`config.mk`:
```
export PLATFORM = sky130hd
export DESIGN_NAME = segment_scan_driver_flat
export DESIGN_NICKNAME = d
export VERILOG_FILES = /design/src/rtl/segment_scan_driver_if.sv /design/src/rtl/segment_scan_driver.sv /design/src/flat_wrapper.sv
export SDC_FILE = /design/constraint.sdc
export NUM_CORES = 1
export LEC_CHECK = 0
export BUFFER_PORTS_ARGS = -buffer_cell sky130_fd_sc_hd__buf_4
export CORE_MARGIN = 2
export CORE_UTILIZATION = 35
export CTS_CLUSTER_DIAMETER = 120
export DETAILED_ROUTE_END_ITERATION = 7
export PLACE_DENSITY = 0.49
export SKIP_LAST_GASP = 1
export SYNTH_ARGS = -nofsm -noshare
export SYNTH_HDL_FRONTEND = slang
export SYNTH_SLANG_ARGS = --single-unit
```
`constraint.sdc`:
```
create_clock -name clk -period 5.3 [get_ports clk]
set_input_delay 1.06 -clock clk [delete_from_list [all_inputs] [get_ports clk]]
set_output_delay 1.06 -clock clk [all_outputs]
set_load 0.05 [all_outputs]
```
`src/rtl/segment_scan_driver_if.sv`:
```
// Bus between a controller and the 7-segment scan driver.
// The master writes codes and control; the slave drives the display lines.
interface segment_scan_driver_if #(
   parameter int DIGITS = 4
);
   logic                  enable;
   logic                  load;
   logic [5*DIGITS-1:0]   codes;
   logic [DIGITS-1:0]     dp;
   logic                  lz_blank;
   logic [7:0]            segments;
   logic [DIGITS-1:0]     digit_sel;
   logic                  frame_tick;

   modport master (
      output enable, load, codes, dp, lz_blank,
      input  segments, digit_sel, frame_tick
   );

   modport slave (
      input  enable, load, codes, dp, lz_blank,
      output segments, digit_sel, frame_tick
   );
endinterface

```
`src/rtl/segment_scan_driver.sv`:
```
// Time-multiplexed common-anode 7-segment driver with a double-buffered code
// bank, a blanking guard at the start of every digit slot, and optional
// leading-zero suppression. All display outputs come straight from flops.
module segment_scan_driver #(
   parameter int DIGITS       = 4,
   parameter int PRESCALE     = 1024,
   parameter int BLANK_CYCLES = 16
) (
   input logic                  clk,
   input logic                  rst_n,
   segment_scan_driver_if.slave bus
);
   localparam int CW = $clog2(PRESCALE);
   localparam int IW = (DIGITS > 1) ? $clog2(DIGITS) : 1;
   localparam logic [CW-1:0] CNT_LAST   = CW'(PRESCALE - 1);
   localparam logic [CW-1:0] BLANK_LAST = CW'(BLANK_CYCLES - 1);
   localparam logic [IW-1:0] IDX_LAST   = IW'(DIGITS - 1);

   typedef enum logic [1:0] {IDLE, BLANK, ON} state_t;

   state_t              state_reg, state_next;
   logic [CW-1:0]       cnt_reg, cnt_next;
   logic [IW-1:0]       idx_reg, idx_next;
   logic                frame_last;
   logic                swap_ok;

   logic [5*DIGITS-1:0] active_codes_reg, shadow_codes_reg;
   logic [DIGITS-1:0]   active_dp_reg, shadow_dp_reg;
   logic                pending_reg;

   logic [7:0]          segments_reg, segments_next;
   logic [DIGITS-1:0]   digit_sel_reg, digit_sel_next;
   logic                frame_tick_reg, frame_tick_next;

   logic                lead_zero;
   logic [DIGITS-1:0]   suppress;
   logic [7:0]          pattern [DIGITS];

   // Glyph table, active-high, bit0 (dp) left clear.
   function automatic logic [7:0] glyph(input logic [4:0] code);
      case (code)
         5'h00: glyph = 8'h7E;  5'h01: glyph = 8'h0C;
         5'h02: glyph = 8'hB6;  5'h03: glyph = 8'h9E;
         5'h04: glyph = 8'hCC;  5'h05: glyph = 8'hDA;
         5'h06: glyph = 8'hFA;  5'h07: glyph = 8'h0E;
         5'h08: glyph = 8'hFE;  5'h09: glyph = 8'hCE;
         5'h0A: glyph = 8'hEE;  5'h0B: glyph = 8'hF8;
         5'h0C: glyph = 8'h72;  5'h0D: glyph = 8'hBC;
         5'h0E: glyph = 8'hF2;  5'h0F: glyph = 8'hE2;
         5'h10: glyph = 8'h70;  5'h11: glyph = 8'hA8;
         5'h12: glyph = 8'hE6;
         default: glyph = 8'h00;
      endcase
   endfunction

   // Leading-zero mask: walk from the leftmost digit while codes are zero; digit 0 always shows.
   always_comb begin
      lead_zero = 1'b1;
      suppress  = '0;
      for (int i = DIGITS - 1; i >= 0; i--) begin
         lead_zero = lead_zero & (active_codes_reg[5*i +: 5] == 5'h00);
         if (i != 0) suppress[i] = bus.lz_blank & lead_zero;
      end
   end

   // Per-digit active-high pattern; a suppressed digit keeps only its decimal point.
   for (genvar gi = 0; gi < DIGITS; gi++) begin : g_digit
      assign pattern[gi] = suppress[gi] ? {7'b0, active_dp_reg[gi]}
                         : (glyph(active_codes_reg[5*gi +: 5]) | {7'b0, active_dp_reg[gi]});
   end

   assign frame_last = (state_reg == ON) && (cnt_reg == CNT_LAST) && (idx_reg == IDX_LAST);
   // The shadow bank may only move into the active bank at a frame boundary or while dark.
   assign swap_ok    = frame_last || (state_reg == IDLE);

   // Scan sequencer: next state, slot counter and digit index.
   always_comb begin
      state_next = state_reg;
      cnt_next   = cnt_reg;
      idx_next   = idx_reg;
      if (!bus.enable) begin
         state_next = IDLE;
         cnt_next   = '0;
         idx_next   = '0;
      end else begin
         case (state_reg)
            IDLE: begin
               state_next = BLANK;
               cnt_next   = '0;
               idx_next   = '0;
            end
            BLANK: begin
               cnt_next = cnt_reg + 1'b1;
               if (cnt_reg == BLANK_LAST) state_next = ON;
            end
            ON: begin
               if (cnt_reg == CNT_LAST) begin
                  cnt_next   = '0;
                  state_next = BLANK;
                  idx_next   = (idx_reg == IDX_LAST) ? '0 : idx_reg + 1'b1;
               end else begin
                  cnt_next = cnt_reg + 1'b1;
               end
            end
            default: begin
               state_next = IDLE;
               cnt_next   = '0;
               idx_next   = '0;
            end
         endcase
      end
   end

   // Output values for the upcoming state, so the registered outputs line up with it.
   always_comb begin
      segments_next   = 8'hFF;
      digit_sel_next  = '1;
      frame_tick_next = 1'b0;
      if (state_next == ON) begin
         digit_sel_next  = ~(DIGITS'(1) << idx_next);
         segments_next   = ~pattern[idx_next];
         frame_tick_next = (cnt_next == CNT_LAST) && (idx_next == IDX_LAST);
      end
   end

   // Sequencer and output registers.
   always_ff @(posedge clk or negedge rst_n) begin
      if (!rst_n) begin
         state_reg      <= BLANK;
         cnt_reg        <= '0;
         idx_reg        <= '0;
         segments_reg   <= 8'hFF;
         digit_sel_reg  <= '1;
         frame_tick_reg <= 1'b0;
      end else begin
         state_reg      <= state_next;
         cnt_reg        <= cnt_next;
         idx_reg        <= idx_next;
         segments_reg   <= segments_next;
         digit_sel_reg  <= digit_sel_next;
         frame_tick_reg <= frame_tick_next;
      end
   end

   // Double buffer: load fills the shadow, swap moves the old shadow to active.
   always_ff @(posedge clk or negedge rst_n) begin
      if (!rst_n) begin
         active_codes_reg <= {DIGITS{5'h1F}};
         shadow_codes_reg <= {DIGITS{5'h1F}};
         active_dp_reg    <= '0;
         shadow_dp_reg    <= '0;
         pending_reg      <= 1'b0;
      end else begin
         if (bus.load) begin
            shadow_codes_reg <= bus.codes;
            shadow_dp_reg    <= bus.dp;
         end
         if (swap_ok && pending_reg) begin
            active_codes_reg <= shadow_codes_reg;
            active_dp_reg    <= shadow_dp_reg;
         end
         pending_reg <= bus.load | (pending_reg & ~swap_ok);
      end
   end

   assign bus.segments   = segments_reg;
   assign bus.digit_sel  = digit_sel_reg;
   assign bus.frame_tick = frame_tick_reg;
endmodule

```
`src/flat_wrapper.sv`:
```
// flat-port wrapper written by rule: the top's interface ports become plain ports
module segment_scan_driver_flat 
#(
   parameter int DIGITS       = 4,
   parameter int PRESCALE     = 1024,
   parameter int BLANK_CYCLES = 16
)
  (clk, rst_n, bus_enable, bus_load, bus_codes, bus_dp, bus_lz_blank, bus_segments, bus_digit_sel, bus_frame_tick);
  segment_scan_driver_if #(.DIGITS(DIGITS)) bus_i ();
  input logic clk;
  input logic rst_n;
  input wire logic [$bits(bus_i.enable)-1:0] bus_enable;
  input wire logic [$bits(bus_i.load)-1:0] bus_load;
  input wire logic [$bits(bus_i.codes)-1:0] bus_codes;
  input wire logic [$bits(bus_i.dp)-1:0] bus_dp;
  input wire logic [$bits(bus_i.lz_blank)-1:0] bus_lz_blank;
  output wire logic [$bits(bus_i.segments)-1:0] bus_segments;
  output wire logic [$bits(bus_i.digit_sel)-1:0] bus_digit_sel;
  output wire logic [$bits(bus_i.frame_tick)-1:0] bus_frame_tick;
  assign bus_i.enable = bus_enable;
  assign bus_i.load = bus_load;
  assign bus_i.codes = bus_codes;
  assign bus_i.dp = bus_dp;
  assign bus_i.lz_blank = bus_lz_blank;
  assign bus_segments = bus_i.segments;
  assign bus_digit_sel = bus_i.digit_sel;
  assign bus_frame_tick = bus_i.frame_tick;
  segment_scan_driver #(.DIGITS(DIGITS), .PRESCALE(PRESCALE), .BLANK_CYCLES(BLANK_CYCLES)) u_core (.clk(clk), .rst_n(rst_n), .bus(bus_i));
endmodule
```
# == Word-level counts from Yosys, hierarchy flattened ==
# Memories as Yosys holds them, arrays and structs flattened.
# Cells that the tools add are included.
# word_totals
reg_bits,76
mem_bits_ro,896
in_bits,29
elab_cells,71
n_memories,4
# op_classes
add_sub_neg,2
n_lt_le_gt_ge,1
eq_ne,8
shift,1
muxes,20
bitwise,15
n_reduce_logical,9
# mem_list
name,words,width,rd,rd_ports_with_merged_regs,write_ports,line,source
(name not given),32,7,1,0,0,segment_scan_driver.sv:41,case (code)
(name not given),32,7,1,0,0,segment_scan_driver.sv:41,
(name not given),32,7,1,0,0,segment_scan_driver.sv:41,
(name not given),32,7,1,0,0,segment_scan_driver.sv:41,
# ops
operator,n
8-bit 2-to-1 mux,6
8-bit by 1-bit OR with 8-bit output,4
10-bit equality test (second input constant),2
10-bit 2-to-1 mux,2
10-bit one-hot mux with 2 select lines,1
8-bit binary-select mux with 2-bit select,1
5-bit logical NOT,3
2-bit 2-to-1 mux,6
10-bit by 1-bit adder with 10-bit output (second input constant),1
10-bit by 4-bit equality test with 1-bit output (second input constant),1
2-bit equality test (second input constant),4
8-bit inverter,1
1-bit AND,6
2-bit one-hot mux with 3 select lines,1
1-bit logical AND,4
4-bit 2-to-1 mux,1
4-bit inverter,1
2-bit one-hot mux with 2 select lines,1
1-bit by 2-bit << shifter with 4-bit output (first input constant),1
3-bit >= comparator (second input constant),1
2-bit inverter with 3-bit output,1
2-bit by 1-bit adder with 2-bit output (second input constant),1
2-bit by 1-bit equality test with 1-bit output (second input constant),1
2-bit logical NOT,1
4 further kinds,4

# == Depth between registers and ports, before layout ==
# Gate-level depths: netlist of run 1.
# logic_depth
depth_word,11
ltp_mapped,9
depth_no_buf,8

# == Worst setup path after synthesis of run 1 ==
# OpenSTA, ideal clock, no wires.
# synth_timing
path_kind,in2reg
from,input port bus_lz_blank
to,"register u_core.segments_reg[7], in the netlist u_core.bus.segments[7]"
setup_time_ps,64
arrival_time_ps,2337
t_required_ps,5236
setup_slack_ps,2899
stages,6
path_cell_list,and2_0 > and4_1 > nor4b_2 > nor2_1 > a211o_1 > nand3_1
# synth_between
elab_chain_cells,7
# synth_lines
element,line,source
"start, declared",flat_wrapper.sv:16,input wire logic [$bits(bus_i.lz_blank)-1:0] bus_lz_blank;
1-bit AND,segment_scan_driver.sv:62,if (i != 0) suppress[i] = bus.lz_blank & lead_zero;
8-bit 2-to-1 mux,segment_scan_driver.sv:68,"assign pattern[gi] = suppress[gi] ? {7'b0, active_dp_reg[gi]}"
8-bit binary-select mux with 2-bit select (*),segment_scan_driver.sv:121,segments_next = ~pattern[idx_next];
8-bit 2-to-1 mux (implied by the code) (*) (2 in a row),segment_scan_driver.sv:121,
8-bit inverter (*),segment_scan_driver.sv:121,
8-bit 2-to-1 mux (*),segment_scan_driver.sv:119,if (state_next == ON) begin
named net u_core.segments_next[7],segment_scan_driver.sv:31,"logic [7:0] segments_reg, segments_next;"
"end signal, assigned",segment_scan_driver.sv:139,segments_reg <= segments_next;
"end, declared",segment_scan_driver.sv:31,
# The timed path passes the listed nets; every way through them passes the cells marked *. The select of a mux whose other input is x is not followed.
# A chain may end at the register's enable or synchronous reset.

# == Worst setup path in the final report of run 1 ==
# layout_timing
from,register u_core.state_reg[0]
to,"register u_core.segments_reg[0], in the netlist u_core.bus.segments[0]"
# layout_between
elab_chain_cells,9
# layout_lines
element,line,source
"start, declared",segment_scan_driver.sv:21,"state_t state_reg, state_next;"
"start signal, assigned",segment_scan_driver.sv:136,state_reg <= state_next;
2-bit equality test / 2-bit by 1-bit equality test with 1-bit output (equally long branches),segment_scan_driver.sv:86,case (state_reg)
2-bit one-hot mux with 2 select lines,segment_scan_driver.sv:86,
2-bit 2-to-1 mux,segment_scan_driver.sv:81,if (!bus.enable) begin
2-bit inverter with 3-bit output (implied by the code),segment_scan_driver.sv:121,
8-bit binary-select mux with 2-bit select,segment_scan_driver.sv:121,
8-bit 2-to-1 mux (implied by the code) (2 in a row),segment_scan_driver.sv:121,
8-bit inverter,segment_scan_driver.sv:121,
8-bit 2-to-1 mux (*),segment_scan_driver.sv:119,
named net u_core.segments_next[0],segment_scan_driver.sv:31,
# Marks and branches as above.

==> impl_metrics.toml, run 1 <==
[synth]
synth_top_area_share = 0.294
yosys_warnings = 0
synth_largest_area_cell = "dfstp_2"
netlist_top_cells_area = "dfstp_2, mux2_2, dfrtp_1"
synth_edf_count = 0
syn_area_per_cell_sq_um = 10.1
synth_seq_cells = 76
netlist_area_sq_um = 4740
synth_async_sr_flop_share = 1.00
synth_seq_area_share = 0.415
synth_ff_type = "dfstp_2"
synth_fp_nets = 528
syn_inst = 469
synth.distinct_cells = 65

[route]
ant_nets = 0
first_pass_iters = 4
vias_per_cell = 5.36
drc = 0
wl_met2_mm = 5.15
wl_met1_mm = 5.36
highest_layer = "met4"
wire_per_inst_microns = 16.3
wl_met3_microns = 461
drt_wl_total_mm = 11.1
drt-initial-drc-count = 191
dr_total_vias = 3635

[clock_network]
cts_setup_buffers = 0
cts.sinks = 76
ctsHoldBuffers = 0
cts.repair.resized = 0
cts_root_buf = "clkbuf_16"
cts_buffers = 9
htreeDepth = 3
clkLatencyLatePin_ns = 0.35
cts_buffer_depth = 2
clk_transition_reported_paths_ns = 0.06
cts_tree = "done"

[global_routing]
grt_usage = 0.165
antenna_found_initial = 0
overflow = 0
grt_max_degree = 77
grt_pass1_wl_mm = 18.9
grt_pass1_vias = 3670

[critical_path]
startpoint = "u_core.state_reg[0]"
reg2reg_to = "u_core.bus.segments[0]"
endpoint_kind = "register"
required_ns = 5.59
worstReg2RegStart = "u_core.state_reg[0]"
critPathKind = "register to register"
crit_fanout = 11
crit_arrival_ns = 3.04
critical_path.endpoint = "u_core.bus.segments[0]"
ff2ff_path_depth = 7
start_kind = "register"
ff2ff_setup_slack_ns = 2.55

[placement]
finalWeightedCongestion = 0.891
post_dp_cell_area_sq_um = 5160
io_buffers = 41
dp_hpwl_mm = 7.87
dp_slack_ns = 2.54

[pwr]
clkPwrFrac = 0.331
p_int_w = 0.00131
pwr-share-comb = 0.256
power.share.sequential = 0.414
power.total_w = 0.00192
power_density_nw_per_um2 = 350
switching_share = 0.318
p_switching_w = 0.000610
p_leak_nw = 2.19
vdd_drop_max_uv = 191

[sta]
grt_setup_unrepaired = "no"
fin_crit_sh = 0.519
setup_violations = 0
tightestPinTransition_ns = 0.973
clock.fmax_mhz = 364
hold_violations = 0
slew_violations = 0
relSlewSlack = 0.351
fin_ws_ns = 2.55
min_period_ns = 2.75
clock_skew_ns = 0.0121
fin_setup_tns_ns = 0

[floorplan]
die_y_microns = 120
core_area_sq_um = 13200
boundaryPins = 42
dieArea_sq_um = 14500
row_count = 42
die_w_microns = 120
start_util = 0.358

[cells_and_area]
final_cell_area_sq_um = 5470
n_antenna_cell = 0
layout.nets = 556
final_cell_mix = "dfstp_2, mux2_2, nor2_1, buf_4"
drive_gt1_frac = 0.341
area_growth_syn_to_layout_pct = 15.5
final_common_cell = "dfstp_2"

[hold_path]
hp-class = "register to register"
worst_hold_path.num_cells = 1

[flow_run]
drv_cap = 0

[run_status]
status = "complete, no violations"
## layout make-up
cell class | instances | area [sq um]
fillers | 1333 | 7770
multi-input cells | 345 | 2570
flip-flops and latches | 76 | 1970
repair buffers | 42 | 315
clock buffers | 13 | 260
well taps | 176 | 220
inverters | 23 | 86.3
clock inverters | 3 | 46.3
## metrics by stage
stage / std cells / utilization / hold WS (ns)
2_1_floorplan: 469 / - / 0.446
5_1_grt: 678 / 0.413 / 0.520
6_report: 678 / 0.413 / 0.501
3_3_place_gp: 662 / 0.390 / 0.479
3_5_place_dp: 662 / 0.390 / 0.485
4_1_cts: 678 / 0.413 / 0.493
## power by group through the flow
stage          registers [W]  logic [W]  clock network, W
5_1_grt             0.000809   0.000552          0.000681
3_5_place_dp        0.000801   0.000488                 0
6_report            0.000793   0.000489          0.000633
2_1_floorplan       0.000719   0.000426                 0
3_3_place_gp        0.000800   0.000489                 0
4_1_cts             0.000793   0.000492          0.000662
## cells in the mapped netlist (6+ instances only)
cell      count
clkbuf_1     16
nand2_1      30
dfstp_2      53
inv_1        23
nand3_1      12
ha_1         30
dfrtp_1      23
nand4_1       8
nor3_1        6
o21ai_0      20
nor2_1       43
nor4_1        6
a211oi_1      7
a31oi_1       6
a21oi_1      21
mux2_2       52
nor2b_1       9
o211ai_1      7
nand2b_1      7
## logic make-up (layout without fill, tap and decap cells)
| family | Yosys count | count (layout) | synth area share |
|---|---|---|---|
| AOI/OAI and AO/OA | 110 | 110 | 0.166 |
| xor gates and xnor gates | 7 | 7 | 0.0129 |
| adders and majority gates | 30 | 30 | 0.0792 |
| buffers and inverters | 48 | 81 | 0.0423 |
| DFF | 76 | 76 | 0.415 |
| muxes | 55 | 55 | 0.131 |
| and+or+nand+nor | 143 | 143 | 0.153 |
## worst max-delay path: stages, from the launching register on
cell and delay [ns]:
dfstp_2 0.55, ha_1 0.30, a22oi_1 0.14, nor4_1 0.53, a31o_1 0.42, mux2_4 0.33
a222oi_1 0.25, nand2b_1 0.15
## worst min path at each step
stage / startpoint / end / slack [ns]
final: u_core.pending_reg / u_core.pending_reg / 0.50
after global routing: u_core.cnt_reg[0] / u_core.cnt_reg[0] / 0.52
after CTS: u_core.cnt_reg[0] / u_core.cnt_reg[0] / 0.49
after detailed placement: u_core.pending_reg / u_core.pending_reg / 0.49
after global placement: u_core.pending_reg / u_core.pending_reg / 0.48
after floorplan: u_core.pending_reg / u_core.pending_reg / 0.45
## routing by layer
| metal | up-vias | track usage |
|---|---|---|
| met5 | - | 0 |
| li1 | 1765 | - |
| met4 | 0 | 0.0487 |
| met1 | 1782 | 0.226 |
| met3 | 4 | 0.0453 |
| met2 | 84 | 0.254 |
(Power assumes the default switching activity.)
==> inputs of run 2 (changes only) <==
--- a/config.mk
+++ b/config.mk
@@ -10,7 +10,7 @@
 export CORE_UTILIZATION = 35
 export CTS_CLUSTER_DIAMETER = 120
 export DETAILED_ROUTE_END_ITERATION = 7
-export PLACE_DENSITY = 0.49
+export PLACE_DENSITY = 0.5
 export SKIP_LAST_GASP = 1
 export SYNTH_ARGS = -nofsm -noshare
 export SYNTH_HDL_FRONTEND = slang
==> constraint.sdc (replaced) <==
create_clock -name clk -period 2.2 [get_ports clk]
set_input_delay 0.44 -clock clk [delete_from_list [all_inputs] [get_ports clk]]
set_output_delay 0.44 -clock clk [all_outputs]
set_load 0.05 [all_outputs]
==> impl_metrics.toml, run 2 (same netlist as run 1, synthesis figures left out) <==
[clock_network]
cts_tree = "done"
cts.sinks = 76
cts_buffer_depth = 2
clk_transition_reported_paths_ns = 0.06
htreeDepth = 3
clkLatencyLatePin_ns = 0.34
ctsHoldBuffers = 0
cts_buffers = 9
cts_root_buf = "clkbuf_16"

[cells_and_area]
final_cell_area_sq_um = 6070
final_common_cell = "buf_4"
nFillCells = 1282
multi_input_area_sq_um = 2670
drive_gt1_frac = 0.437
ff_latch_area_sq_um = 1970
final_cell_mix = "buf_4, dfstp_2, mux2_2, nor2_1, nand2_1"
stdcell_count = 741
area_growth_syn_to_layout_pct = 28.2
layout.nets = 619
n_antenna_cell = 0

[pwr]
pwr-share-comb = 0.289
clkPwrFrac = 0.321
p_int_w = 0.00322
p_leak_nw = 2.55
vdd_drop_max_uv = 480
power.share.sequential = 0.391
power_density_nw_per_um2 = 776
p_switching_w = 0.00149
switching_share = 0.316

[placement]
place_inst = 717
dp_hpwl_mm = 8.51
dp_slack_ns = -0.163
io_buffers = 41
finalWeightedCongestion = 0.872
post_dp_cell_area_sq_um = 5610

[route]
drc = 0
wire_per_inst_microns = 15.8
ant_nets = 0
vias_per_cell = 5.24
drt_wl_total_mm = 11.7
dr_total_vias = 3884
drt-initial-drc-count = 257
first_pass_iters = 5

[floorplan]
start_util = 0.358
row_count = 42
dieArea_sq_um = 14500
boundaryPins = 42
core_area_sq_um = 13200
die_w_microns = 120
die_y_microns = 120

[critical_path]
endpoint_kind = "register"
cpLargestDelayFamily = "simple AND/OR/NAND/NOR gates"
worst_path_largest_cell_delay_ns = 0.43
start_kind = "register"
cp_num_buf_inv = 1
required_ns = 2.48
critPathKind = "register to register"
path_cells = "ha_2, nand3_2, or3_4, buf_6, a31o_4, mux2_4, a222oi_1, nand2b_1"
crit_arrival_ns = 2.53
critPathSlowestCell = "or3_4"
crit_fanout = 4

[global_routing]
overflow = 0
grt_pass1_wl_mm = 19.3
grt_usage = 0.168
grt_max_degree = 41
antenna_found_initial = 0
grt_pass1_vias = 3770

[sta]
slew_violations = 0
relSlewSlack = 0.656
grt_setup_unrepaired = "yes"
fin_ws_ns = -0.0457
hold_violations = 0
tightestPinTransition_ns = 0.510
fin_crit_sh = 1.02
clock.fmax_mhz = 445
clock_skew_ns = 0.00647
fin_setup_tns_ns = -0.0457
min_period_ns = 2.25
setup_violations = 1

[run_status]
violations = "setup timing"
status = "finished, violations left"

[flow_run]
drv_cap = 0

[hold_path]
hp-class = "input pin to async pin"
==> run 2: final timing paths <==
| check | from | to | slack (ns) | cells past startpoint |
|---|---|---|---|---|
| worst min-delay path | rst_n | u_core.shadow_dp_reg[3] | 0.09 | 1 |
| worst max-delay path | u_core.cnt_reg[1] | u_core.bus.segments[0] | -0.05 | 8 |
| worst min register to register | u_core.pending_reg | u_core.pending_reg | 0.50 | 1 |
| min in group clk | bus_dp[3] | u_core.shadow_dp_reg[3] | 0.33 | 2 |
| max in group asynchronous | rst_n | u_core.shadow_codes_reg[17] | 1.49 | 2 |
| worst max register to register | u_core.cnt_reg[1] | u_core.bus.segments[0] | -0.05 | 8 |
==> run 2: stage by stage <==
stage	hold slack (ns)	utilization	power (W)
after floorplan	0.144	-	0.00276
after global placement	0.460	0.424	0.00320
after detailed placement	0.467	0.424	0.00320
after CTS	0.0920	0.449	0.00476
after global routing	0.111	0.459	0.00504
final	0.0865	0.459	0.00471
==> run 2: what timing repair did <==
| item | CTS | global route |
|---|---|---|
| pin swaps | 2 | 10 |
| setup buffers | 1 | 6 |
| cloned | 0 | 1 |
| gates resized for setup | 4 | 18 |
| setup endpoints to repair | 8 | 8 |
==> run 2: layer usage <==
| metal | GRT usage | wire [microns] |
|---|---|---|
| met5 | 0 | 0 |
| met3 | 0.0321 | 395 |
| met2 | 0.257 | 5480 |
| met1 | 0.235 | 5690 |
| met4 | 0.0647 | 162 |
==> run 2: final cells by class <==
cell class,instances,area share
clock buffers,12,0.0422
clock inverters,4,0.00783
inverters,23,0.0142
multi-input cells,346,0.439
flip-flops and latches,76,0.324
well taps,176,0.0363
repair buffers,104,0.136
==> run 2: power by group through the flow <==
stage	sequential (W)	combinational [W]	clock [W]
floorplan	0.00173	0.00103	0
global placement	0.00186	0.00135	0
detailed placement	0.00186	0.00134	0
CTS	0.00184	0.00135	0.00157
global route	0.00188	0.00152	0.00164
finish	0.00184	0.00136	0.00151
